File: src/rtl/mux_scan_pkg.sv
// mux_scan_pkg: shared state encoding and mode constants for the mux_scan selector.
package mux_scan_pkg;

  typedef enum logic [1:0] {
    IDLE  = 2'd0,
    SCAN  = 2'd1,
    DRAIN = 2'd2,
    DONE  = 2'd3
  } state_t;

  localparam logic MODE_DIRECT = 1'b0;
  localparam logic MODE_SCAN   = 1'b1;

endpackage

File: src/rtl/mux_scan_if.sv
// mux_scan_if: request/response bundle of the mux_scan selector.
// master = producer/consumer side, slave = mux_scan itself.
// With MUX_SCAN_PARITY_EN defined the bundle carries out_par as well.
interface mux_scan_if #(
  parameter int N_CH = 32,
  parameter int W    = 1
);
  localparam int SEL_W = $clog2(N_CH);

  logic [N_CH*W-1:0] data;
  logic              mode;
  logic              req;
  logic [SEL_W-1:0]  select;
  logic              start;
  logic [W-1:0]      out;
  logic [SEL_W-1:0]  out_ch;
  logic              out_valid;
  logic              out_ready;
  logic              busy;
  logic              done;
`ifdef MUX_SCAN_PARITY_EN
  logic              out_par;
`endif

  modport master (
    output data, mode, req, select, start, out_ready,
`ifdef MUX_SCAN_PARITY_EN
    input  out_par,
`endif
    input  out, out_ch, out_valid, busy, done
  );

  modport slave (
    input  data, mode, req, select, start, out_ready,
`ifdef MUX_SCAN_PARITY_EN
    output out_par,
`endif
    output out, out_ch, out_valid, busy, done
  );

endinterface

File: src/rtl/mux_scan_mux_n.sv
// mux_n: combinational N_CH:1 selector of W-bit words built as a recursive
// even/odd split tree (sel[0] picks the half, sel[SEL_W-1:1] indexes within it).
// Any select at or beyond N_CH yields zero.
module mux_n #(
  parameter int N_CH  = 32,
  parameter int W     = 1,
  parameter int SEL_W = (N_CH > 1) ? $clog2(N_CH) : 1
) (
  input  logic [N_CH*W-1:0] din,
  input  logic [SEL_W-1:0]  sel,
  output logic [W-1:0]      dout
);
  localparam logic [SEL_W:0] N_LIM = (SEL_W + 1)'(N_CH);

  logic [W-1:0] tree;

  generate
    if (N_CH == 1) begin : g_leaf
      assign tree = din;
    end else if (N_CH == 2) begin : g_pair
      assign tree = sel[0] ? din[W +: W] : din[0 +: W];
    end else begin : g_split
      localparam int N_E   = (N_CH + 1) / 2;
      localparam int N_O   = N_CH / 2;
      localparam int SEL_E = $clog2(N_E);
      localparam int SEL_O = (N_O > 1) ? $clog2(N_O) : 1;

      logic [N_E*W-1:0] din_e;
      logic [N_O*W-1:0] din_o;
      logic [SEL_E-1:0] sel_e;
      logic [SEL_O-1:0] sel_o;
      logic [W-1:0]     word_e;
      logic [W-1:0]     word_o;

      // Regroup channels into even and odd halves
      always_comb begin
        din_e = '0;
        din_o = '0;
        for (int j = 0; j < N_E; j++) din_e[j*W +: W] = din[(2*j)*W +: W];
        for (int j = 0; j < N_O; j++) din_o[j*W +: W] = din[(2*j+1)*W +: W];
      end

      assign sel_e = sel[SEL_E:1];
      assign sel_o = sel_e[SEL_O-1:0];

      mux_n #(.N_CH(N_E), .W(W)) u_even (.din(din_e), .sel(sel_e), .dout(word_e));
      mux_n #(.N_CH(N_O), .W(W)) u_odd  (.din(din_o), .sel(sel_o), .dout(word_o));

      assign tree = sel[0] ? word_o : word_e;
    end
  endgenerate

  assign dout = ({1'b0, sel} < N_LIM) ? tree : '0;

endmodule

File: src/rtl/mux_scan.sv
// mux_scan: N_CH-channel, W-bit registered selector with valid/ready output.
// Direct mode samples one channel per req; scan mode sweeps 0..N_CH-1 and
// pulses done once the last sample has been taken by the consumer.
// Optional: define MUX_SCAN_PARITY_EN to add out_par (^ of the captured word).
//
//   state | meaning
//   IDLE  | waiting; direct captures served here, start launches a sweep
//   SCAN  | capturing channel cnt on every free output slot
//   DRAIN | last channel captured, waiting for it to be accepted
//   DONE  | one-cycle done pulse, then back to IDLE
module mux_scan
  import mux_scan_pkg::*;
#(
  parameter int N_CH = 32,
  parameter int W    = 1
) (
  input  logic      clk,
  input  logic      rst,
  mux_scan_if.slave bus
);
  localparam int SEL_W = $clog2(N_CH);
  localparam logic [SEL_W-1:0] LAST_CH = SEL_W'(N_CH - 1);
  localparam logic [SEL_W-1:0] CH_ONE  = SEL_W'(1);

  state_t           state, state_nxt;
  logic [SEL_W-1:0] cnt, cnt_nxt;
  logic [SEL_W-1:0] mux_sel;
  logic [W-1:0]     mux_word;
  logic             cap_en;
  logic             slot_free;

  logic [W-1:0]     out_q;
  logic [SEL_W-1:0] ch_q;
  logic             valid_q;
`ifdef MUX_SCAN_PARITY_EN
  logic             par_q;
`endif

  assign slot_free = !valid_q || bus.out_ready;

  // Next state, counter and capture decision; selector source follows the registered state
  always_comb begin
    state_nxt = state;
    cnt_nxt   = cnt;
    cap_en    = 1'b0;
    mux_sel   = bus.select;
    case (state)
      IDLE: begin
        cnt_nxt = '0;
        if (bus.mode == MODE_SCAN) begin
          if (bus.start) state_nxt = SCAN;
        end else if (bus.req && slot_free) begin
          cap_en = 1'b1;
        end
      end
      SCAN: begin
        mux_sel = cnt;
        if (slot_free) begin
          cap_en  = 1'b1;
          cnt_nxt = cnt + CH_ONE;
          if (cnt == LAST_CH) state_nxt = DRAIN;
        end
      end
      DRAIN: begin
        if (valid_q && bus.out_ready) state_nxt = DONE;
      end
      DONE: begin
        cnt_nxt   = '0;
        state_nxt = IDLE;
      end
      default: state_nxt = IDLE;
    endcase
  end

  mux_n #(.N_CH(N_CH), .W(W)) u_mux (.din(bus.data), .sel(mux_sel), .dout(mux_word));

  // State, counter and output slot registers; a capture overrides a plain accept
  always_ff @(posedge clk) begin
    if (!rst) begin
      state   <= IDLE;
      cnt     <= '0;
      out_q   <= '0;
      ch_q    <= '0;
      valid_q <= 1'b0;
`ifdef MUX_SCAN_PARITY_EN
      par_q   <= 1'b0;
`endif
    end else begin
      state <= state_nxt;
      cnt   <= cnt_nxt;
      if (cap_en) begin
        out_q   <= mux_word;
        ch_q    <= mux_sel;
        valid_q <= 1'b1;
`ifdef MUX_SCAN_PARITY_EN
        par_q   <= ^mux_word;
`endif
      end else if (valid_q && bus.out_ready) begin
        valid_q <= 1'b0;
      end
    end
  end

  assign bus.out       = out_q;
  assign bus.out_ch    = ch_q;
  assign bus.out_valid = valid_q;
  assign bus.busy      = (state != IDLE);
  assign bus.done      = (state == DONE);
`ifdef MUX_SCAN_PARITY_EN
  assign bus.out_par   = par_q;
`endif

endmodule

File: src/flat_wrapper.sv
// flat-port wrapper written by rule: the top's interface ports become plain ports
module mux_scan_flat import mux_scan_pkg::*;
#(
  parameter int N_CH = 32,
  parameter int W    = 1
)
  (clk, rst, bus_data, bus_mode, bus_req, bus_select, bus_start, bus_out_ready, bus_out, bus_out_ch, bus_out_valid, bus_busy, bus_done);
  mux_scan_if #(.N_CH(N_CH), .W(W)) bus_i ();
  input  logic clk;
  input  logic rst;
  input wire logic [$bits(bus_i.data)-1:0] bus_data;
  input wire logic [$bits(bus_i.mode)-1:0] bus_mode;
  input wire logic [$bits(bus_i.req)-1:0] bus_req;
  input wire logic [$bits(bus_i.select)-1:0] bus_select;
  input wire logic [$bits(bus_i.start)-1:0] bus_start;
  input wire logic [$bits(bus_i.out_ready)-1:0] bus_out_ready;
  output wire logic [$bits(bus_i.out)-1:0] bus_out;
  output wire logic [$bits(bus_i.out_ch)-1:0] bus_out_ch;
  output wire logic [$bits(bus_i.out_valid)-1:0] bus_out_valid;
  output wire logic [$bits(bus_i.busy)-1:0] bus_busy;
  output wire logic [$bits(bus_i.done)-1:0] bus_done;
  assign bus_i.data = bus_data;
  assign bus_i.mode = bus_mode;
  assign bus_i.req = bus_req;
  assign bus_i.select = bus_select;
  assign bus_i.start = bus_start;
  assign bus_i.out_ready = bus_out_ready;
  assign bus_out = bus_i.out;
  assign bus_out_ch = bus_i.out_ch;
  assign bus_out_valid = bus_i.out_valid;
  assign bus_busy = bus_i.busy;
  assign bus_done = bus_i.done;
  mux_scan #(.N_CH(N_CH), .W(W)) u_core (.clk(clk), .rst(rst), .bus(bus_i));
endmodule
File: config.mk
export PLATFORM = sky130hd
export DESIGN_NAME = mux_scan_flat
export DESIGN_NICKNAME = d
export VERILOG_FILES = /design/src/rtl/mux_scan_pkg.sv /design/src/rtl/mux_scan_if.sv /design/src/rtl/mux_scan_mux_n.sv /design/src/rtl/mux_scan.sv /design/src/flat_wrapper.sv
export SDC_FILE = /design/constraint.sdc
export NUM_CORES = 1
export LEC_CHECK = 0
export CAP_MARGIN = 20
export CORE_MARGIN = 3
export CORE_UTILIZATION = 39
export DETAILED_ROUTE_END_ITERATION = 10
export PLACE_DENSITY = 0.77
export SLEW_MARGIN = 20
export SYNTH_ARGS = -nofsm -noshare
export SYNTH_HDL_FRONTEND = slang
export SYNTH_HIERARCHICAL = 1
export SYNTH_SLANG_ARGS = --single-unit
File: constraint.sdc
create_clock -name clk -period 3.2 [get_ports clk]
set_input_delay 0.64 -clock clk [delete_from_list [all_inputs] [get_ports clk]]
set_output_delay 0.64 -clock clk [all_outputs]
set_load 0.01 [all_outputs]
### After elaboration in Yosys (flattened, before gate mapping)

Index checks and enable logic that the tools add are counted.
W data, S select, Z words.

* bits in registers: 14
* word-level logic and storage cells: 72
* output and inout bits: 9
* input port bits: 43

* add/sub/neg operators: 1
* equality and inequality tests: 9
* muxes and demuxes: 46
* reduce and logical (&&, ||, !) cells: 11

Operator list (number)
* $mux W1: 36
* $mux W2: 5
* $mux W5: 2
* $pmux W5 S2: 1
* $pmux W2 S4: 1
* $ne A2 B1 Y1 const B: 3
* $reduce_bool A2 Y1: 3
* $add A5 B1 Y5 const B: 1
* $eq A5 B5 Y1 const B: 1
* $reduce_and A5 Y1: 1
* $eq A2 B2 Y1 const B: 2
* $ne A2 B2 Y1 const B: 2
* $eq A2 B1 Y1 const B: 1
* $logic_and A1 B1 Y1: 2
* $logic_not A2 Y1: 1
* $pmux W1 S2: 1
* $reduce_and A2 Y1: 1
* $reduce_or A2 Y1: 1
* $logic_not A1 Y1: 1
* $logic_or A1 B1 Y1: 1

### Longest topological paths before layout

Gate-level depths: netlist of run 1.

* depth after elaboration: 7
* gate-level depth with buffers: 12
* depth with buffers taken out: 10

### Cells and area by module

Netlist of run 1, hierarchy kept.

By module, submodules not included
* mux_scan: cells an instance 93, area each 780.7 µm², times used 1, seq. area each 280.3 µm²
* mux_n: cells an instance 1, area each 15.0 µm², times used 31, seq. area each 0.0 µm²

### Worst setup path after synthesis of run 1

OpenSTA, ideal clock, no wires.

* path type: register -> register
* start: reg u_core.state[1]
* end: reg u_core.out_q (netlist: u_core/bus.out)
* buffers on the path: 2
* clock period less this slack: 3.263 ns
* required time: 3.077 ns
* library setup time: 0.123 ns
* slack: -0.063 ns
* stages on the path, launching flop included: 12
* arrival: 3.140 ns
* cell sequence: dfxtp_1 -> inv_1 -> ha_1 -> buf_2 -> buf_2 -> o21ai_0 -> mux2_4 -> mux2_4 -> mux2_4 -> mux2_4 -> nand2_1 -> o21ai_0

* elaborated cells on any way between the ends: 35
* those cells by class: 1 x eq/ne; 33 x mux; 1 x reduce/logical

RTL lines
* from (decl): line mux_scan.sv:25 `state_t state, state_nxt;`
* from (signal assigned): line mux_scan.sv:89 `state <= state_nxt;`
* $eq A2 B1 Y1: line mux_scan.sv:47 `case (state)`
* $mux W5: line mux_scan.sv:47
* via u_core.mux_sel[3]: line mux_scan.sv:27 `logic [SEL_W-1:0] mux_sel;`
* $mux W1: line mux_scan_mux_n.sv:49 `assign tree = sel[0] ? word_o : word_e;`
* via u_core.u_mux.g_split.u_even.g_split.u_even.g_split.word_e: line mux_scan_mux_n.sv:32 `logic [W-1:0] word_e;`
* $mux W1: line mux_scan_mux_n.sv:49
* via u_core.u_mux.g_split.u_even.g_split.word_e: line mux_scan_mux_n.sv:32
* $mux W1: line mux_scan_mux_n.sv:49
* via u_core.u_mux.g_split.word_e: line mux_scan_mux_n.sv:32
* $mux W1: line mux_scan_mux_n.sv:49
* via u_core.mux_word: line mux_scan.sv:28 `logic [W-1:0] mux_word;`
* to (signal assigned): line mux_scan.sv:92 `out_q <= mux_word;`
* to (decl): line mux_scan.sv:32 `logic [W-1:0] out_q;`

The timed path passes the listed nets, and every way through them passes these cells.
A chain may end at the register's enable or synchronous reset.

### Final worst setup path of run 1

* start: in bus_select[4]
* end: reg u_core.out_q (netlist: u_core/bus.out)

* longest elaborated chain between the ends: 6
* elaborated cells on any way between the ends: 32
* those cells by class: 32 x mux

Ends and longest elaborated chain
* from (decl): line flat_wrapper.sv:14 `input wire logic [$bits(bus_i.select)-1:0] bus_select;`
* $mux W5: line mux_scan.sv:47
* via u_core.mux_sel[4]: line mux_scan.sv:27
* $mux W1: line mux_scan_mux_n.sv:21 `assign tree = sel[0] ? din[W +: W] : din[0 +: W];`
* via u_core.u_mux.g_split.u_odd.g_split.u_even.g_split.u_even.g_split.word_e: line mux_scan_mux_n.sv:32
* $mux W1: line mux_scan_mux_n.sv:49
* via u_core.u_mux.g_split.u_odd.g_split.u_even.g_split.word_e: line mux_scan_mux_n.sv:32
* $mux W1: line mux_scan_mux_n.sv:49
* via u_core.u_mux.g_split.u_odd.g_split.word_e: line mux_scan_mux_n.sv:32
* $mux W1: line mux_scan_mux_n.sv:49
* via u_core.u_mux.g_split.word_o: line mux_scan_mux_n.sv:33 `logic [W-1:0] word_o;`
* $mux W1: line mux_scan_mux_n.sv:49
* via u_core.mux_word: line mux_scan.sv:28

The timed path passes the listed nets, and every way through them passes these cells.

==> results.json, run 1 <==
{
  "power_frac_seq": 0.246,
  "utilization": 0.636,
  "syn_area_per_cell_um2": 10.0,
  "port_buffers": 51,
  "crit_family": "multiplexers",
  "synth_compound_area_frac": 0.107,
  "cts_resized": 0,
  "hpwl_um": 2310,
  "ant_nets": 0,
  "reg2reg_depth": 10,
  "yosys.area.top_type_share": 0.373,
  "synth_adder_area_share": 0.0602,
  "ctsRootBufferMaster": "clkbuf_4",
  "hold_buffers": 0,
  "die_x_um": 62.5,
  "skew_ps": 6.30,
  "cts_made_buffers": 3,
  "cts_setup_buffers": 0,
  "antenna_found_initial": 0,
  "grt_use_total": 0.144,
  "finalCritPeriodShare": 0.921,
  "clock_latency_ps": 290,
  "finalMaxSlewViolations": 0,
  "ys_types": 28,
  "slowest_stage": "mux2_2",
  "final_cell_mix": "51 x clkdlybuf4s50_1, 31 x mux2_4, 14 x dfxtp_1",
  "seqCellArea_um2": 280,
  "min_from": "u_core/bus.out_ch[4]",
  "yosysSeqAreaShare": 0.225,
  "r2r_setup_slack_ps": 280,
  "slowest_delay_ps": 480,
  "coreArea_um2": 2900,
  "h-tree-depth": 1,
  "rows": 19,
  "rr_endpoint": "u_core/bus.out",
  "cp_cell_sequence": "clkdlybuf4s50_1, mux2_2, mux2_4, mux2_4, mux2_4, mux2_4, mux2_4, nand2_1, o21ai_0",
  "combinationalPowerShare": 0.619,
  "grt_pass1_vias": 1054,
  "synthMuxAreaShare": 0.427,
  "max-slew-margin-rel": 0.626,
  "final_common_cell": "clkdlybuf4s50_1",
  "drt_first_pass_iters": 4,
  "required_ps": 3370,
  "cp-endpoint": "u_core/bus.out",
  "end_kind": "flop",
  "synth_simple_gate_area_frac": 0.145,
  "power_density_nw_per_um2": 525,
  "rr_startpoint": "u_core/state[1]",
  "path_buf_inv": 1,
  "p_sw_frac": 0.337,
  "cts.sinks": 14,
  "setup_ws_ps": 252,
  "synth_nets": 173,
  "grt_pass1_wl_um": 4640,
  "setup_viol": 0,
  "p_int_mw": 0.642,
  "hold_viol_final": 0,
  "cts_buffer_depth": 2,
  "fill_cells": 260,
  "dieArea_um2": 3910,
  "synth_area_leaders": "mux2_4 37%, dfxtp_1 22%, ha_1 6.0%",
  "wl_um": 2740,
  "diodes": 0,
  "yosys_warnings": 6,
  "path_depth": 9,
  "cpMostUsedCell": "mux2_4",
  "cts.clk_slew.worst_paths_ps": 80,
  "vdd_ir_drop_max_mv": 0.200,
  "drive_gt1_frac": 0.260,
  "start_util": 0.430,
  "initialDrtViolationCount": 47,
  "synth_top_family_by_area": "multiplexers",
  "outcome": "complete, no violations",
  "syn_inst": 124,
  "worst_pin_slew_ps": 559,
  "hp-class": "reg -> reg",
  "fin_nets": 227,
  "grt_max_degree": 18,
  "cts_tree": "done",
  "drcViolationCount": 0,
  "place_congestion": 0.770,
  "pwr-share-clk": 0.135,
  "place_ws_ps": -59.1,
  "maxCapViolations": 0,
  "grt_overflow": 0,
  "critPathMaxFanout": 17,
  "arrival_ps": 3110,
  "fin_hold_ws_ps": 479,
  "rsz0062_at_grt": "no",
  "max_freq_mhz": 339,
  "p_leak_nw": 0.786,
  "startpoint": "bus_select[4]",
  "fp.dieH_um": 62.5,
  "total_power_mw": 0.969,
  "min_period_ps": 2950,
  "path_class": "in -> reg",
  "multi_input_area_um2": 921,
  "ys_ff_latch": 14,
  "synthToLayoutAreaGrowth_pct": 48.1,
  "wl_per_cell_um": 12.5,
  "synth_xor_area_frac": 0,
  "viasPerCell": 5.14,
  "vias": 1125,
  "p_sw_mw": 0.327,
  "final.setup.tns_ps": 0,
  "ios": 52,
  "syn_area_um2": 1250,
  "synth_top_area_cell": "mux2_4",
  "crit_path_start_kind": "input port"
}
[sequential cells by signal, summed over array words and instances, names as in the netlist]
signal and cells:
u_core/bus.out_ch 5, u_core/cnt 5, u_core/state 2, u_core/bus.out 1, u_core/bus.out_valid 1
[worst reg2reg max path: cells and delay by family, from the launching register on]
family          cells  cell delay [ps]
flops               1              400
compound gates      1               90
buf+inv             1               80
simple gates        1               50
mux                 6             1980
fa+ha+maj           1              220
[cell families (layout without fill, tap and decap cells)]
group                      after synthesis  after routing
and+or+nand+nor                         33             33
buffers and inverters                   11             64
DFF                                     14             14
adders and majority gates                6              6
muxes                                   37             37
AOI/OAI and AO/OA                       23             23
[routing by layer]
| layer | routed length [µm] | vias to the layer above | track usage |
|---|---|---|---|
| li1 | - | 564 | - |
| met1 | 1120 | 492 | 0.164 |
| met2 | 1350 | 63 | 0.253 |
| met3 | 222 | 6 | 0.0270 |
| met4 | 56 | 0 | 0.0744 |
| met5 | 0 | - | 0 |
[worst min path at each step]
stage                                 endpoint  slack (ps)  cells past startpoint
after floorplan                u_core/state[1]         470                      2
after global placement    u_core/bus.out_ch[3]         460                      2
after detailed placement  u_core/bus.out_ch[1]         470                      2
after CTS                 u_core/bus.out_ch[1]         480                      2
after global routing      u_core/bus.out_ch[2]         510                      2
final                     u_core/bus.out_ch[4]         480                      2
[cells in the mapped netlist, drive strengths merged]
master   n
nand3    9
ha       6
and3b    1
o21ai    9
a221oi   1
a31oi    3
buf      3
nand2   13
and2b    1
nor3     1
and3     1
or4b     1
o22ai    1
nand4    2
nor2     1
mux2i    1
o21a     1
clkbuf   2
nand4b   1
mux2    36
and2     1
inv      6
a32oi    1
nand2b   1
a21oi    6
o31a     1
dfxtp   14
[layout make-up]
class | count | share of cell area
tap | 42 | 0.0285
sequential | 14 | 0.152
clock buffer | 4 | 0.0197
timing repair buffer | 54 | 0.289
multi-input combinational | 99 | 0.499
inverter | 6 | 0.0122
[power by group through the flow]
| stage | registers, mW | logic (mW) | clock network, mW |
|---|---|---|---|
| after floorplan | 0.252 | 0.406 | 0 |
| after global routing | 0.244 | 0.646 | 0.140 |
| after CTS | 0.239 | 0.605 | 0.133 |
| final | 0.239 | 0.599 | 0.131 |
| after global placement | 0.241 | 0.590 | 0 |
| after detailed placement | 0.244 | 0.604 | 0 |
[through the flow]
step	cells	cell area, µm²
6_report	219	1850
5_1_grt	219	1850
4_1_cts	219	1850
3_5_place_dp	215	1810
3_3_place_gp	215	1810
2_1_floorplan	124	1250
No activity file was read; power rests on OpenSTA's default activity.
==> inputs of run 2 (changes only) <==
--- a/config.mk
+++ b/config.mk
@@ -10,6 +10,7 @@
 export CORE_UTILIZATION = 39
 export DETAILED_ROUTE_END_ITERATION = 10
 export PLACE_DENSITY = 0.77
+export RECOVER_POWER = 50
 export SLEW_MARGIN = 20
 export SYNTH_ARGS = -nofsm -noshare
 export SYNTH_HDL_FRONTEND = slang
==> run 2 against run 1 <==
Net effect: critical path type unchanged; critical path depth stayed put; first-iteration DRC count decreased by 13%; sequential share of layout area is essentially flat; sequential power about the same; highest routed layer unchanged; global-route usage unchanged; flip-flop and latch count is the same; worst hold slack about the same.
==> results.json, run 2 (synthesized netlist as in run 1, its figures left out) <==
{
  "outcome": "complete, no violations",
  "cpMostUsedCell": "mux2_4",
  "hpwl_um": 2310,
  "whs_path_depth": 2,
  "cp_cell_sequence": "clkdlybuf4s50_1, mux2_2, mux2_4, mux2_4, mux2_4, mux2_4, mux2_4, nand2_1, o21ai_0",
  "grt_pass1_vias": 1054,
  "maxCapViolations": 0,
  "synthToLayoutAreaGrowth_pct": 47.8,
  "hp-class": "reg -> reg",
  "start_util": 0.430,
  "fin_hold_ws_ps": 479,
  "utilization": 0.635,
  "cts_tree": "done",
  "fin_nets": 227,
  "p_leak_nw": 0.783,
  "cts_made_buffers": 3,
  "p_sw_frac": 0.340,
  "critPathMaxFanout": 17,
  "slowest_delay_ps": 480,
  "reg2reg_depth": 10,
  "clock_latency_ps": 290,
  "drive_gt1_frac": 0.254,
  "ctsRootBufferMaster": "clkbuf_4",
  "rr_endpoint": "u_core/bus.out",
  "setup_viol": 0,
  "end_kind": "flop",
  "hold_buffers": 0,
  "total_power_mw": 0.964,
  "dieArea_um2": 3910,
  "place_inst": 215,
  "die_x_um": 62.5,
  "drcViolationCount": 0,
  "min_period_ps": 2950,
  "max-slew-margin-rel": 0.626,
  "cts.sinks": 14,
  "path_class": "in -> reg",
  "wl_per_cell_um": 12.6,
  "combinationalPowerShare": 0.616,
  "worst_pin_slew_ps": 559,
  "finalMaxSlewViolations": 0,
  "ios": 52,
  "antenna_found_initial": 0,
  "final_cells": 219,
  "rsz0062_at_grt": "no",
  "p_int_mw": 0.637,
  "rows": 19,
  "multi_input_area_um2": 921,
  "arrival_ps": 3100,
  "slowest_stage": "mux2_2",
  "fill_cells": 261,
  "grt_max_degree": 18,
  "cts.clk_slew.worst_paths_ps": 80,
  "grt_overflow": 0,
  "seqCellArea_um2": 280,
  "h-tree-depth": 1,
  "grt_use_total": 0.144,
  "port_buffers": 51,
  "power_density_nw_per_um2": 524,
  "skew_ps": 7.23,
  "vdd_ir_drop_max_mv": 0.200,
  "coreArea_um2": 2900,
  "cts_setup_buffers": 0,
  "viasPerCell": 5.13,
  "r2r_setup_slack_ps": 270,
  "diodes": 0,
  "hold_viol_final": 0,
  "rr_startpoint": "u_core/state[1]",
  "max_freq_mhz": 338,
  "crit_path_start_kind": "input port",
  "power_frac_seq": 0.248,
  "min_to": "u_core/bus.out_ch[4]",
  "pwr-share-clk": 0.136,
  "p_sw_mw": 0.327,
  "ant_nets": 0,
  "initialDrtViolationCount": 41,
  "min_from": "u_core/bus.out_ch[4]",
  "drt_first_pass_iters": 4,
  "fp.dieH_um": 62.5,
  "required_ps": 3350,
  "final_cell_mix": "49 x clkdlybuf4s50_1, 31 x mux2_4, 14 x dfxtp_1",
  "final_common_cell": "clkdlybuf4s50_1",
  "cts_buffer_depth": 2,
  "cts_resized": 0,
  "wl_um": 2750,
  "grt_pass1_wl_um": 4640,
  "finalCritPeriodShare": 0.923,
  "place_congestion": 0.770,
  "vias": 1123
}
==> run 2: cell types whose count changed in the layout (fill, tap and decap cells not counted) <==
cell / delta
buf_4: -1
clkdlybuf4s50_1: -2
dlygate4sd3_1: +2
clkbuf_1: +1
==> run 2: critical path, delay by kind of cell <==
family	cells	cell delay, ps
AO/OA/AOI/OAI	1	90
buffers and inverters	1	450
multiplexers	6	1870
AND/OR/NAND/NOR	1	50
==> run 2: area by class of cell <==
cell class | count | area share
multi-input cells | 99 | 0.500
repair buffers | 54 | 0.287
clock buffers | 4 | 0.0197
well taps | 42 | 0.0285
flip-flops and latches | 14 | 0.152
inverters | 6 | 0.0122
==> run 2: how the worst max path moves through the flow <==
stage,start,endpoint,slack (ps),cells after the start
floorplan,u_core/state[1],u_core/bus.out,290,11
global placement,bus_select[4],u_core/bus.out,-8,9
detailed placement,bus_select[4],u_core/bus.out,-60,9
CTS,bus_select[4],u_core/bus.out,240,9
global route,bus_select[4],u_core/bus.out,100,9
finish,bus_select[4],u_core/bus.out,250,9
==> run 2: per-layer routing <==
layer | GRT usage | vias up | wire length, µm
met2 | 0.253 | 59 | 1350
met1 | 0.164 | 495 | 1120
met3 | 0.0270 | 4 | 232
li1 | - | 565 | -
met4 | 0.0744 | 0 | 50
met5 | 0 | - | 0
==> run 2: power groups by stage <==
stage / registers [mW] / clock network [mW] / logic (mW)
after floorplan: 0.252 / 0 / 0.406
after global placement: 0.241 / 0 / 0.590
after detailed placement: 0.244 / 0 / 0.604
after CTS: 0.239 / 0.133 / 0.605
after global routing: 0.244 / 0.140 / 0.640
final: 0.239 / 0.131 / 0.594
==> run 2: through the flow <==
step                      instance area, µm²  setup WS (ps)  TNS (ps)
after floorplan                         1250            289         0
after global placement                  1810          -7.76     -7.76
after detailed placement                1810          -59.1     -59.1
after CTS                               1850            243         0
after global routing                    1840            104         0
final                                   1840            245         0
==> edit 1: new RTL, settings of run 1 <==
The 4 states of `state_t` get a one-hot encoding in 4 bits.
--- a/src/rtl/mux_scan_pkg.sv
+++ b/src/rtl/mux_scan_pkg.sv
@@ -3,7 +3,7 @@
 
-  typedef enum logic [1:0] {
-    IDLE  = 2'd0,
-    SCAN  = 2'd1,
-    DRAIN = 2'd2,
-    DONE  = 2'd3
+  typedef enum logic [3:0] {
+    IDLE  = 4'b0001,
+    SCAN  = 4'b0010,
+    DRAIN = 4'b0100,
+    DONE  = 4'b1000
   } state_t;
Behaviour: same outputs for any inputs over 10 cycles, from zero or initial values and one cycle with rst low; not proved beyond that.
==> edit 1 against run 1 <==
Worst setup slack gained 0.0025 ns. First-iteration DRC count grew 6.4%. Wire length rose by 4.7%. Sequential cell count up 2. Synthesized area up 5.7%. Design area up 3.7%. Highest routed layer unchanged.
Power is not compared: it rests on default switching activity, and its combinational part moved more than twofold at a synthesized area within 25%.
==> edit 1: results (changes against run 1) <==
DR vias/cell: 5.13 (-0.19%)
Worst-path clk slew: 0.10 ns (+0.02 ns)
Sequential cell area fraction in the yosys report: 24.3% (+1.8 points)
Slowest-stage cell, CP: dfxtp_1
Fin Clk Skew: 0.00516 ns (-0.00113 ns)
Clock Latency Late Sink: 0.28 ns
GRT Overall Usage: 14.2% (-0.21 points)
Pre-CTS setup slack: 0.0427 ns (+0.102 ns)
Slew margin rel.: 70.7% (+8.1 points)
Vias in the first global route: 1179 (+12%)
Synth area leaders: mux2_4 (35%), dfxtp_1 (24%), nor3_2 (3.8%)
Post-synth top cells: mux2_4 (31), dfxtp_1 (16), a21oi_1 (9), nand2_1 (7), nor2_1 (6)
CTS max path bufs: 2 (unchanged)
Fillers: 282 (+8.5%)
Root Buffer: clkbuf_4
Distinct cells, synth: 35 (+25%)
GPL Wtd Cong: 0.790 (+2.6%)
DP Wirelength: 2380 microns (+2.9%)
Worst Hold End: u_core/bus.out$_SDFFE_PN0P_
Iter 0 DRT Violations: 50 (+6.4%)
Via Count: 1128 (+0.27%)
Crit path max fanout: 17 (unchanged)
Routed wl met2: 1430 microns (+5.8%)
Post-Route WL: 2870 microns (+4.7%)
Status: completed
First-pass GRT wire length: 4720 microns (+1.6%)
Reg-to-Reg Start: u_core/state[2]$_SDFFE_PN0P_
Fmax achieved: 0.340 GHz (about the same)
Mapped Nets: 169 (-2.3%)
Post-DP Area: 1880 sq um (+3.7%)
Share of layout cells above drive strength 1: 27.3% (+1.3 points)
Final Core Density: 61.2% (-2.5 points)
Metal-1 WL: 1160 microns (+3.8%)
Hold slack: 0.486 ns (+0.00773 ns)
Met3 routed WL: 273 microns (+23%)
Hold path start: u_core/bus.out$_SDFFE_PN0P_
Max stage delay on crit path: 0.41 ns (-0.07 ns)
[edit 1: cell types whose count changed in the layout (fill, tap and decap cells not counted), sizes merged, moves of 4 or more]
| cell | run 1 | this run |
|---|---|---|
| nand2 | 13 | 7 |
| nor2 | 1 | 6 |
| ha | 6 | 2 |
| nand3 | 9 | 3 |
| a21oi | 6 | 10 |
| nor3 | 1 | 10 |
| o21ai | 9 | 3 |
[edit 1: power groups by stage]
stage          combinational, uW  sequential (uW)  clock, uW
2_1_floorplan                110              219          0
3_3_place_gp                 190              217          0
3_5_place_dp                 194              217          0
4_1_cts                      195              213        138
5_1_grt                      205              214        146
6_report                     192              212        133
[edit 1: area by class of cell]
class,count,share of cell area (%)
Timing Repair Buffer,54,28.5
Inverter,4,0.785
Tap cell,44,2.88
Multi-Input combinational cell,98,49.2
Clock buffer,4,1.90
Sequential cell,16,16.7
[edit 1: worst register-to-register path, stage by stage (launching register included)]
cell and delay, ns:
dfxtp_1 0.41, nor4b_4 0.35, mux2_2 0.40, buf_12 0.17, mux2_4 0.30, mux2_4 0.26
mux2_4 0.26, mux2_4 0.26, mux2_4 0.26, o21ai_1 0.09, a21oi_2 0.07
[edit 1: cells by family after synthesis]
logic type	share of synthesized area [%]
and+or+nand+nor	19.5
muxes	39.6
AOI/OAI and AO/OA	7.79
DFF	24.3
buffers and inverters	4.27
xor gates and xnor gates	2.66
adders and majority gates	1.90
[edit 1: routing by layer]
layer	vias to the layer above	GRT usage (%)
met1	520	14.2
li1	561	-
met2	45	27.5
met5	-	0
met4	0	4.75
met3	2	4.04
==> edit 2: new RTL, settings of run 1 <==
Made on the original files. `N_CH` is set to 32 in 4 places; all go to 128.
--- a/src/rtl/mux_scan_if.sv
+++ b/src/rtl/mux_scan_if.sv
@@ -4,3 +4,3 @@
 interface mux_scan_if #(
-  parameter int N_CH = 32,
+  parameter int N_CH = 128,
   parameter int W    = 1
--- a/src/rtl/mux_scan_mux_n.sv
+++ b/src/rtl/mux_scan_mux_n.sv
@@ -4,3 +4,3 @@
 module mux_n #(
-  parameter int N_CH  = 32,
+  parameter int N_CH  = 128,
   parameter int W     = 1,
--- a/src/rtl/mux_scan.sv
+++ b/src/rtl/mux_scan.sv
@@ -13,3 +13,3 @@
 #(
-  parameter int N_CH = 32,
+  parameter int N_CH = 128,
   parameter int W    = 1
--- a/src/flat_wrapper.sv
+++ b/src/flat_wrapper.sv
@@ -3,3 +3,3 @@
 #(
-  parameter int N_CH = 32,
+  parameter int N_CH = 128,
   parameter int W    = 1
Interface: changed (resized bus_data, bus_out_ch and bus_select); port bits go from 52 to 152. The function was not compared with the original's and may differ.
==> edit 2 against run 1 <==
The run now ends with negative setup slack left. Wire length grew to 2.9 times the old value. Sequential cell count is 4 higher. Critical path depth is 4 higher. Power grew to 2.5 times the old value. Final cell count is 130% higher. Worst hold slack worse by 0.024 ns. Worst setup slack worse by 0.41 ns. Design area grew to 2.7 times the old value. Clock power is 20% higher. Via count is 120% higher. Synthesized area is 130% higher. Largest cell class unchanged. Largest power group unchanged. Highest routed layer unchanged.
==> edit 2: results (changes against run 1) <==
Post-DP Area: 4670 sq um (+160%)
Slowest-stage cell, CP: mux2_8
Max stage delay on crit path: 0.33 ns (-0.15 ns)
Synth area leaders: mux2_4 (66%), dfxtp_1 (12%), mux2_2 (2.7%)
Hold slack: 0.455 ns (-0.0236 ns)
CP startpoint: bus_select[6]
Met1 Track Usage GR: 20.3% (+3.9 points)
Leak: 0.00216 uW (+180%)
Post-Route WL: 7990 microns (+190%)
# setup viols final: 1 (+1)
Via Count: 2446 (+120%)
Routed wl met2: 4380 microns (+220%)
Sw Ratio: 31.5% (-2.2 points)
Root Buffer: clkbuf_8
Share of layout cells above drive strength 1: 42.3% (+16 points)
First-pass GRT wire length: 12700 microns (+170%)
Post-route setup TNS: -0.156 ns (-0.156 ns)
Mapped Nets: 382 (+120%)
Metal-1 WL: 3060 microns (+170%)
Worst-Margin Slew: 0.634 ns (+0.0743 ns)
Reg2Reg Depth: 14 (+4)
GR Util met3: 3.12% (+0.42 points)
Sequential cell area fraction in the yosys report: 12.5% (-10 points)
Hold path start: u_core/bus.out_ch[1]$_SDFFE_PN0P_
GPL Wtd Cong: 0.812 (+5.5%)
Crit path max fanout: 5 (-12)
Post-synth top cells: mux2_4 (127), dfxtp_1 (18), nand2_1 (13), nand3_1 (9)
GRT Overall Usage: 18.3% (+3.9 points)
Inst Count DP: 486 (+130%)
Met3 routed WL: 457 microns (+110%)
Met2 Use GR: 36.0% (+11 points)
Setup ws final: -0.156 ns (-0.409 ns)
DP Wirelength: 6330 microns (+170%)
Mean post-synth cell area: 12.3 sq um (+22%)
Clock Latency Late Sink: 0.25 ns (-0.04 ns)
Nets: 551 (+140%)
Mean routed wirelength per cell: 16.0 microns (+28%)
Worst Hold End: u_core/bus.out_ch[1]$_SDFFE_PN0P_
Distinct cells, synth: 30 (+7.1%)
Status: complete, but fails checks
Fin Clk Skew: 0.00509 ns (-0.00121 ns)
Iter 0 DRT Violations: 34 (-28%)
Failing checks: negative setup slack
Vias in the first global route: 2674 (+150%)
R2R setup slack: -0.15 ns (-0.43 ns)
CP Data Arrival Time: 3.48 ns (+0.37 ns)
Largest net degree at the start of global routing: 20 (+2)
Resize count post-CTS: 10 (+10)
Hold crit path type: reg2reg
Postcts setup bufs: 3 (+3)
Worst-path clk slew: 0.07 ns
VDD IR max: 0.249 mV (+25%)
edit 2: cell count changes after synthesis, moves of 2 or more:
| cell | delta |
|---|---|
| nand4_1 | -2 |
| nor4b_2 | +2 |
| inv_1 | -2 |
| o21ai_1 | +8 |
| mux2_4 | +96 |
| mux2_2 | +2 |
| nor2_1 | +7 |
| dfxtp_1 | +4 |
| a31oi_1 | -3 |
| xnor2_1 | +5 |
| a21oi_1 | -2 |
| o21ai_0 | -7 |
edit 2: power by group through the flow:
stage	clock [uW]	combinational, uW	sequential [uW]
floorplan	0	1260	329
global placement	0	1760	313
detailed placement	0	1790	315
CTS	161	1970	311
global route	174	2090	318
finish	157	1980	309
edit 2: layout make-up:
cell class | count | area, sq um
Clock buffer | 3 | 41.3
Fill cell | 525 | 2020
Inverter | 4 | 15.0
Multi-Input combinational cell | 207 | 2510
Sequential cell | 18 | 363
Tap cell | 96 | 120
Timing Repair Buffer | 170 | 1910
edit 2: worst register-to-register path, stage by stage (launching register included):
cell	delay (ns)
dfxtp_2	0.33
inv_2	0.06
ha_4	0.14
mux2_8	0.39
buf_12	0.16
buf_16	0.14
mux2_4	0.29
mux2_4	0.26
mux2_4	0.27
mux2_4	0.27
mux2_4	0.28
mux2_4	0.26
mux2_4	0.27
nand2_2	0.06
o21ai_2	0.06
edit 2: cells by family (layout without fill, tap and decap cells):
| group | after synthesis | after routing | share of synthesized area [%] |
|---|---|---|---|
| and+or+nand+nor | 42 | 42 | 8.24 |
| DFF | 18 | 18 | 12.5 |
| buffers and inverters | 10 | 177 | 1.48 |
| AOI/OAI and AO/OA | 20 | 20 | 4.82 |
| muxes | 134 | 134 | 68.9 |
| adders and majority gates | 6 | 6 | 2.60 |
| xor gates and xnor gates | 5 | 5 | 1.52 |
